## config.mk

```make
export PLATFORM = sky130hd
export DESIGN_NAME = pll_reset_sequencer
export DESIGN_NICKNAME = d
export VERILOG_FILES = /design/src/rtl/pll_seq_pkg.sv /design/src/rtl/sync_bit.sv /design/src/rtl/pll_reset_sequencer.sv
export SDC_FILE = /design/constraint.sdc
export NUM_CORES = 1
export LEC_CHECK = 0
export CORE_ASPECT_RATIO = 1.4
export CORE_MARGIN = 5
export CORE_UTILIZATION = 40
export DETAILED_ROUTE_END_ITERATION = 16
export GPL_TIMING_DRIVEN = 0
export PLACE_DENSITY = 0.62
export SYNTH_ARGS = -nofsm -noshare
export SYNTH_HDL_FRONTEND = slang
export SYNTH_HIERARCHICAL = 1
export SYNTH_SLANG_ARGS = --single-unit
```

## constraint.sdc

```tcl
create_clock -name refclk -period 1.8 [get_ports refclk]
set_input_delay 0.27 -clock refclk [delete_from_list [all_inputs] [get_ports refclk]]
set_output_delay 0.27 -clock refclk [all_outputs]
set_load 0.05 [all_outputs]
```

## src/rtl/pll_seq_pkg.sv

```systemverilog
// rtl/pll_seq_pkg.sv - shared types, widths and width helpers for the PLL reset sequencer
package pll_seq_pkg;

    typedef enum logic [2:0] {
        PLL_RST   = 3'd0,
        WAIT_LOCK = 3'd1,
        STABLE    = 3'd2,
        RUN       = 3'd3,
        FAIL      = 3'd4
    } state_e;

    localparam int RETRY_W = 4;
    localparam int LOSS_W  = 8;

    function automatic int max3(input int a, input int b, input int c);
        int m;
        m = (a > b) ? a : b;
        return (m > c) ? m : c;
    endfunction

    // The shared counter must hold the largest of the three cycle limits.
    function automatic int cnt_width(input int a, input int b, input int c);
        return $clog2(max3(a, b, c)) + 1;
    endfunction

endpackage

```

## src/rtl/sync_bit.sv

```systemverilog
// rtl/sync_bit.sv - multi-flop single-bit synchronizer, async reset to 0
module sync_bit #(
    parameter int STAGES = 2
) (
    input  logic clk_i,
    input  logic rst_i,
    input  logic d_i,
    output logic q_o
);

    logic [STAGES-1:0] sync_q;

    always_ff @(posedge clk_i or posedge rst_i) begin
        if (rst_i) begin
            sync_q <= '0;
        end else begin
            sync_q <= {sync_q[STAGES-2:0], d_i};
        end
    end

    assign q_o = sync_q[STAGES-1];

endmodule

```

## src/rtl/pll_reset_sequencer.sv

```systemverilog
// rtl/pll_reset_sequencer.sv - PLL reset, lock-wait with retries, and core reset release sequencer
module pll_reset_sequencer
    import pll_seq_pkg::*;
#(
    parameter int RST_HOLD    = 64,
    parameter int LOCK_TMO    = 50000,
    parameter int STABLE_CYC  = 1024,
    parameter int MAX_RETRY   = 3,
    parameter int SYNC_STAGES = 2
) (
    input  logic               refclk,
    input  logic               rst,
    input  logic               pll_locked,
    input  logic               restart,
    output logic               pll_rst,
    output logic               core_rst,
    output logic               ready,
    output logic               fail,
    output logic [RETRY_W-1:0] retry_cnt,
    output logic [LOSS_W-1:0]  loss_cnt,
    output logic [2:0]         state_o
);

    localparam int CNT_W = cnt_width(RST_HOLD, LOCK_TMO, STABLE_CYC);
    localparam logic [CNT_W-1:0]   HOLD_LAST   = CNT_W'(RST_HOLD - 1);
    localparam logic [CNT_W-1:0]   TMO_LAST    = CNT_W'(LOCK_TMO - 1);
    localparam logic [CNT_W-1:0]   STABLE_LAST = CNT_W'(STABLE_CYC - 1);
    localparam logic [RETRY_W-1:0] RETRY_MAX   = RETRY_W'(MAX_RETRY);

    logic [1:0] rst_sync_q;
    logic       rst_int;
    logic       lk;

    state_e             state_q, state_d;
    logic [CNT_W-1:0]   cnt_q, cnt_d;
    logic [RETRY_W-1:0] retry_q, retry_d;
    logic [LOSS_W-1:0]  loss_q, loss_d, loss_inc;
    logic               pll_rst_q, core_rst_q, ready_q, fail_q;

    // Assert asynchronously, release two refclk edges after rst drops.
    always_ff @(posedge refclk or posedge rst) begin
        if (rst) begin
            rst_sync_q <= 2'b11;
        end else begin
            rst_sync_q <= {rst_sync_q[0], 1'b0};
        end
    end

    assign rst_int = rst_sync_q[1];

    sync_bit #(.STAGES(SYNC_STAGES)) u_lock_sync (
        .clk_i (refclk),
        .rst_i (rst_int),
        .d_i   (pll_locked),
        .q_o   (lk)
    );

    assign loss_inc = (&loss_q) ? loss_q : loss_q + 1'b1;

    always_comb begin
        state_d = state_q;
        cnt_d   = cnt_q;
        retry_d = retry_q;
        loss_d  = loss_q;
        if (restart) begin
            state_d = PLL_RST;
            cnt_d   = '0;
            retry_d = '0;
            if (state_q == RUN && !lk) begin
                loss_d = loss_inc;
            end
        end else begin
            case (state_q)
                PLL_RST: begin
                    if (cnt_q == HOLD_LAST) begin
                        state_d = WAIT_LOCK;
                        cnt_d   = '0;
                    end else begin
                        cnt_d = cnt_q + 1'b1;
                    end
                end
                WAIT_LOCK: begin
                    if (lk) begin
                        state_d = STABLE;
                        cnt_d   = '0;
                    end else if (cnt_q == TMO_LAST) begin
                        retry_d = retry_q + 1'b1;
                        cnt_d   = '0;
                        state_d = (retry_d == RETRY_MAX) ? FAIL : PLL_RST;
                    end else begin
                        cnt_d = cnt_q + 1'b1;
                    end
                end
                STABLE: begin
                    // Any dropout re-arms the lock timeout without charging a retry.
                    if (!lk) begin
                        state_d = WAIT_LOCK;
                        cnt_d   = '0;
                    end else if (cnt_q == STABLE_LAST) begin
                        state_d = RUN;
                        cnt_d   = '0;
                    end else begin
                        cnt_d = cnt_q + 1'b1;
                    end
                end
                RUN: begin
                    if (!lk) begin
                        state_d = PLL_RST;
                        cnt_d   = '0;
                        retry_d = '0;
                        loss_d  = loss_inc;
                    end
                end
                FAIL: begin
                end
                default: begin
                    state_d = PLL_RST;
                    cnt_d   = '0;
                end
            endcase
        end
    end

    always_ff @(posedge refclk or posedge rst_int) begin
        if (rst_int) begin
            state_q    <= PLL_RST;
            cnt_q      <= '0;
            retry_q    <= '0;
            loss_q     <= '0;
            pll_rst_q  <= 1'b1;
            core_rst_q <= 1'b1;
            ready_q    <= 1'b0;
            fail_q     <= 1'b0;
        end else begin
            state_q    <= state_d;
            cnt_q      <= cnt_d;
            retry_q    <= retry_d;
            loss_q     <= loss_d;
            pll_rst_q  <= (state_d == PLL_RST) || (state_d == FAIL);
            core_rst_q <= (state_d != RUN);
            ready_q    <= (state_d == RUN);
            fail_q     <= (state_d == FAIL);
        end
    end

    assign pll_rst   = pll_rst_q;
    assign core_rst  = core_rst_q;
    assign ready     = ready_q;
    assign fail      = fail_q;
    assign retry_cnt = retry_q;
    assign loss_cnt  = loss_q;
    assign state_o   = state_q;

endmodule

```

After elaboration in Yosys (flattened, before gate mapping)
Cells that the tools add are included.
{"block": "totals", "ram_bits": 0, "elab_cells": 68, "rom_bits": 0, "regBits": 40, "latch_bits": 0, "memories": 0, "output_inout_bits": 19}
{"block": "classes", "n_lt_le_gt_ge": 0, "eq_ne": 17, "mux": 27, "shift": 0, "n_reduce_logical": 11, "n_addsub": 3, "multipliers": 0, "bitwise_logic": 0, "div": 0}
{"cell": "17-bit two-way mux", "count": 7}
{"cell": "17-bit one-hot mux with 5 select lines", "count": 1}
{"cell": "8-bit two-way mux", "count": 5}
{"cell": "3-bit two-way mux", "count": 8}
{"cell": "17-bit by 1-bit adder with 17-bit output, second input constant", "count": 1}
{"cell": "17-bit by 10-bit == test with 1-bit output, second input constant", "count": 1}
{"cell": "17-bit by 16-bit == test with 1-bit output, second input constant", "count": 1}
{"cell": "17-bit by 6-bit == test with 1-bit output, second input constant", "count": 1}
{"cell": "4-bit two-way mux", "count": 4}
{"cell": "3-bit one-hot mux with 5 select lines", "count": 1}
{"cell": "3-bit by 2-bit == test with 1-bit output, second input constant", "count": 3}
{"cell": "3-bit != test, second input constant", "count": 3}
{"cell": "8-bit by 1-bit adder with 8-bit output, second input constant", "count": 1}
{"cell": "4-bit one-hot mux with 2 select lines", "count": 1}
{"cell": "8-bit AND reduction", "count": 1}
{"cell": "3-bit == test, second input constant", "count": 2}
{"cell": "3-bit zero test", "count": 2}
{"cell": "4-bit by 1-bit adder with 4-bit output, second input constant", "count": 1}
{"cell": "4-bit by 2-bit == test with 1-bit output, second input constant", "count": 1}
{"cell": "2-bit != test, second input constant", "count": 2}
{"cell": "4-bit AND reduction", "count": 1}
{"cell": "3-bit by 1-bit == test with 1-bit output, second input constant", "count": 1}
{"cell": "3-bit by 2-bit != test with 1-bit output, second input constant", "count": 1}
{"cell": "3-bit AND reduction", "count": 1}
{"cell": "7 further kinds", "count": 7}

Logic depth before layout (Yosys ltp)
{"block": "logic_depth", "depth_word": 9, "mapped_depth": 8}

Modules after synthesis
Netlist, hierarchy kept.
{"module": "pll_reset_sequencer", "area_per_inst_um2": 2045.7, "instances": 1, "cells_each": 214}
{"module": "sync_bit", "area_per_inst_um2": 53.8, "instances": 1, "cells_each": 3}

Least setup slack after synthesis
OpenSTA, ideal clock, no wires.
{"block": "synth_timing", "path_kind": "register -> register", "from": "reg state_q[2], in the netlist state_o[2]", "to": "reg cnt_q[13]", "arrival_time_ps": 2007, "setup_slack_ps": -325, "required_ps": 1682, "path_stages_with_launch": 8, "synth_period_minus_slack_ps": 2125, "cell_sequence": "dfrtp_1 > clkbuf_1 > or3b_1 > a21o_1 > and4_1 > nand3_1 > xor2_1 > nor2_1"}
{"block": "synth_via", "elab_chain_cells": 3, "word_cells_on_any_way": 10}
{"element": "from (decl)", "line": "pll_reset_sequencer.sv:34", "text": "state_e state_q, state_d;"}
{"element": "from (signal assigned)", "line": "pll_reset_sequencer.sv:135", "text": "state_q <= state_d;"}
{"element": "3-bit == test, or another cell as far along", "line": "pll_reset_sequencer.sv:73", "text": "case (state_q)"}
{"element": "17-bit one-hot mux with 5 select lines, or another cell as far along", "line": "pll_reset_sequencer.sv:73"}
{"element": "17-bit two-way mux or 2-bit AND reduction (tied branches)"}
{"element": "to (signal assigned)", "line": "pll_reset_sequencer.sv:136", "text": "cnt_q <= cnt_d;"}
{"element": "to (decl)", "line": "pll_reset_sequencer.sv:35", "text": "logic [CNT_W-1:0] cnt_q, cnt_d;"}
Several ways; a longest one is shown, not always the timed one.
A chain may end at the register's enable or synchronous reset.

Final worst setup path
{"block": "layout_timing", "from": "reg cnt_q[12]", "to": "reg cnt_q[2]"}
{"block": "layout_via", "elab_chain_cells": 5, "word_cells_on_any_way": 10}
{"element": "17-bit by 10-bit == test with 1-bit output or 17-bit by 16-bit == test with 1-bit output (tied branches)", "line": "pll_reset_sequencer.sv:99, pll_reset_sequencer.sv:86"}
{"element": "17-bit two-way mux (on tied branches)", "line": "pll_reset_sequencer.sv:99, pll_reset_sequencer.sv:86"}
{"element": "17-bit two-way mux (on tied branches)", "line": "pll_reset_sequencer.sv:96, pll_reset_sequencer.sv:83"}
{"element": "17-bit one-hot mux with 5 select lines (*)", "line": "pll_reset_sequencer.sv:73"}
{"element": "17-bit two-way mux (*)", "line": "pll_reset_sequencer.sv:65", "text": "if (restart) begin"}
Mark *: on every way between the ends. The rest lies on a longest branch, timed or not.

==> metrics <==
clock slew at reported path FFs=0.08 ns; Synth area leader=dfrtp_1; Tot Pwr=1910 uW; Remaining DRCs=0; CORE AREA=5120 um^2; CTS Buf Count=5; Post-Route WL=5220 um; die height=95.7 um; warnings from Yosys=6; Mapped Area=2100 um^2; total track usage=0.154; Top FF cell, synth=dfrtp_1; drt pass-1 iters=4; vias post-DR=1788; Post-Synthesis Cells=217; Final period util=1.11; vias in the first global route=1831; f_max=0.498 GHz; clock buffer depth=2; Worst-Skew Late Latency=0.29 ns; measured slew at the worst slew-check pin=0.660 ns; post-layout min period=2.01 ns; Detail Route Antenna Nets=0; layout cells sized above 1=0.404; CP endpoint kind=register; Post-synth EDFFs=0; std cell rows=31; WP data required=1.99 ns; fin cells=336; worst path arrival time=2.19 ns; leakage=0.00136 uW; DR vias/cell=5.32; status=finished with violations; Die ar.=6820 um^2; global-route wire length before repair=8370 um; pre-CTS setup slack=-0.432 ns; global route total overflow=0; top post-synthesis cells by count=36 x dfrtp_1, 25 x nand2_1, 12 x nor2_1; largest net degree at the start of global routing=24; Slew Viols, Final=0; initial core utilization=0.410; Iter 0 DRT Violations=98; RePlAce Congestion=0.800; CTS H-tree depth=2; PortBufs=21; crit-path max cell delay=0.48 ns; GRT met2 Usage=0.278; cell family with most CP delay=simple AND/OR/NAND/NOR gates; pwr dens=623 nW/um^2; Final Skew=0.00937 ns; Util after Layout=0.598; final setup vio count=22; number of max-cap violations=0; global-route track usage on met3=0.0345; CTS tree=done; Reg-to-Reg Start=cnt_q[12]$_DFFE_PP0P_; top-area cell type share of the netlist area=0.429; initial antenna violation count=0; syn_nets=225; R2R Path End=cnt_q[2]$_DFFE_PP0P_; root buffer cell=clkbuf_8; Ports=23; met1 Use GR=0.171; clock sinks=40; Synth Area per Inst=9.68 um^2; Inst Count DP=305; Startpoint Class=register; RSZ-0062 raised after global routing=true; main area contributors after synthesis=dfrtp_1 43%, dfstp_2 5.0%, xnor2_1 4.6%; r2r setup slk=-0.21 ns; worst-path fanout max=8; crit-path cells=nor4_4 -> and2_4 -> a211oi_2 -> a211oi_4 -> buf_6 -> buf_8 -> o21ai_2 -> a21o_1; FF+latch count, synth=40; Slew Limit Headroom=0.559; Post-DP HPWL=3400 um; Ant. Diodes=0; Seq/Total Area, Yosys=0.479; count of unique library cells instantiated by Yosys=45; FFs w/ async S/R, synth=1.00; DR WL/cell=15.5 um; gr busiest metal=met2; FF-to-FF path depth=8; crit path max-delay cell type=dfrtp_2; Hold Path Class=reg -> async; Worst VDD drop=0.534 mV; final hold vios=0; nets@finish=277; final worst slack=-0.207 ns; Crit path buffers/inverters=2; most numerous cell in the Yosys netlist=dfrtp_1; Setup Crit Path Kind=reg -> reg; Die W=71.2 um; TNS Setup=-3.12 ns; failing checks=setup timing; Synth-to-Final Area Change=45.9%
kinds of logic after synthesis:
family                     count (synthesis)  synth area share
buffers and inverters                     15            0.0328
adders and majority gates                  4            0.0238
and+or+nand+nor                           98             0.259
xor gates and xnor gates                  18            0.0751
muxes                                      2            0.0101
DFF                                       40             0.479
AOI/OAI and AO/OA                         39             0.118
other                                      1           0.00179
how the worst max path moves through the flow:
stage                     depth (start not counted)                    end  slack, ns                   from
after global placement                            7   cnt_q[2]$_DFFE_PP0P_      -0.44  cnt_q[12]$_DFFE_PP0P_
final                                             8   cnt_q[2]$_DFFE_PP0P_      -0.21  cnt_q[12]$_DFFE_PP0P_
after detailed placement                          7   cnt_q[2]$_DFFE_PP0P_      -0.43  cnt_q[12]$_DFFE_PP0P_
after floorplan                                   7  cnt_q[13]$_DFFE_PP0P_      -0.13   state_o[1]$_DFF_PP0_
after CTS                                         6     core_rst$_DFF_PP1_      -0.16  cnt_q[10]$_DFFE_PP0P_
after global routing                              8   cnt_q[2]$_DFFE_PP0P_      -0.29  cnt_q[10]$_DFFE_PP0P_
worst register-to-register path: stages, from the launching register on:
cell	delay, ns
dfrtp_2	0.48
nor4_4	0.36
and2_4	0.21
a211oi_2	0.08
a211oi_4	0.26
buf_6	0.18
buf_8	0.13
o21ai_2	0.05
a21o_1	0.16
sequential cells by signal (all words and copies together), names as in the netlist:
register and count:
cnt_q 17, core_rst 1, fail 1, loss_cnt 8
pll_rst 1, ready 1, retry_cnt 4, rst_sync_q 2
state_o 3, u_lock_sync/sync_q 2
routing by layer:
metal | up-vias | routed length [um]
met5 | - | 0
met4 | 0 | 136
met3 | 13 | 219
met2 | 40 | 2840
met1 | 870 | 2030
li1 | 865 | -
metrics by stage:
stage / area, um^2 / hold WS, ns
after floorplan: 2190 / 0.0932
after global placement: 2480 / 0.101
after detailed placement: 2510 / 0.107
after CTS: 2840 / 0.114
after global routing: 3060 / 0.126
final: 3060 / 0.112
placed cells by master, fill, tap and decap left out, types with 3 or more instances in the layout:
cell,count
a21o_1,4
a21oi_1,3
a21oi_2,3
and3_1,4
buf_4,20
buf_6,6
clkbuf_8,7
clkdlybuf4s50_1,8
dfrtp_1,19
dfrtp_2,17
dfstp_2,4
dlygate4sd2_1,11
ha_1,3
inv_1,7
nand2_1,24
nand2b_1,3
nand3_1,9
nand4_1,5
nor2_1,7
nor2_2,4
nor3_1,6
nor4_4,3
o21ai_0,3
o21ai_1,6
o21ai_2,10
or3_1,5
xnor2_1,10
xor2_1,7
layout make-up:
type,count,area [um^2]
Tap cell,66,82.6
Multi-Input combinational cell,162,1280
Sequential cell,40,1030
Fill cell,437,2060
Clock buffer,6,72.6
Timing Repair Buffer,48,460
Clock inverter,2,60.1
Inverter,7,26.3
Buffer,5,57.6
where the power goes:
part           internal, uW  total [uW]  switching, uW
Clock                   554         867            313
Combinational          59.4         120           60.6
Sequential              911         921           10.4
Total                  1520        1910            384
repair_timing:
| item | in CTS | in global routing |
|---|---|---|
| cloned | 0 | 1 |
| gates resized for setup | 37 | 44 |
| setup buffers | 19 | 7 |
| setup endpoints to repair | 33 | 30 |
| pin swaps | 14 | 28 |
| hold buffers | 0 | 0 |
Power figures use the tool's default switching activity.
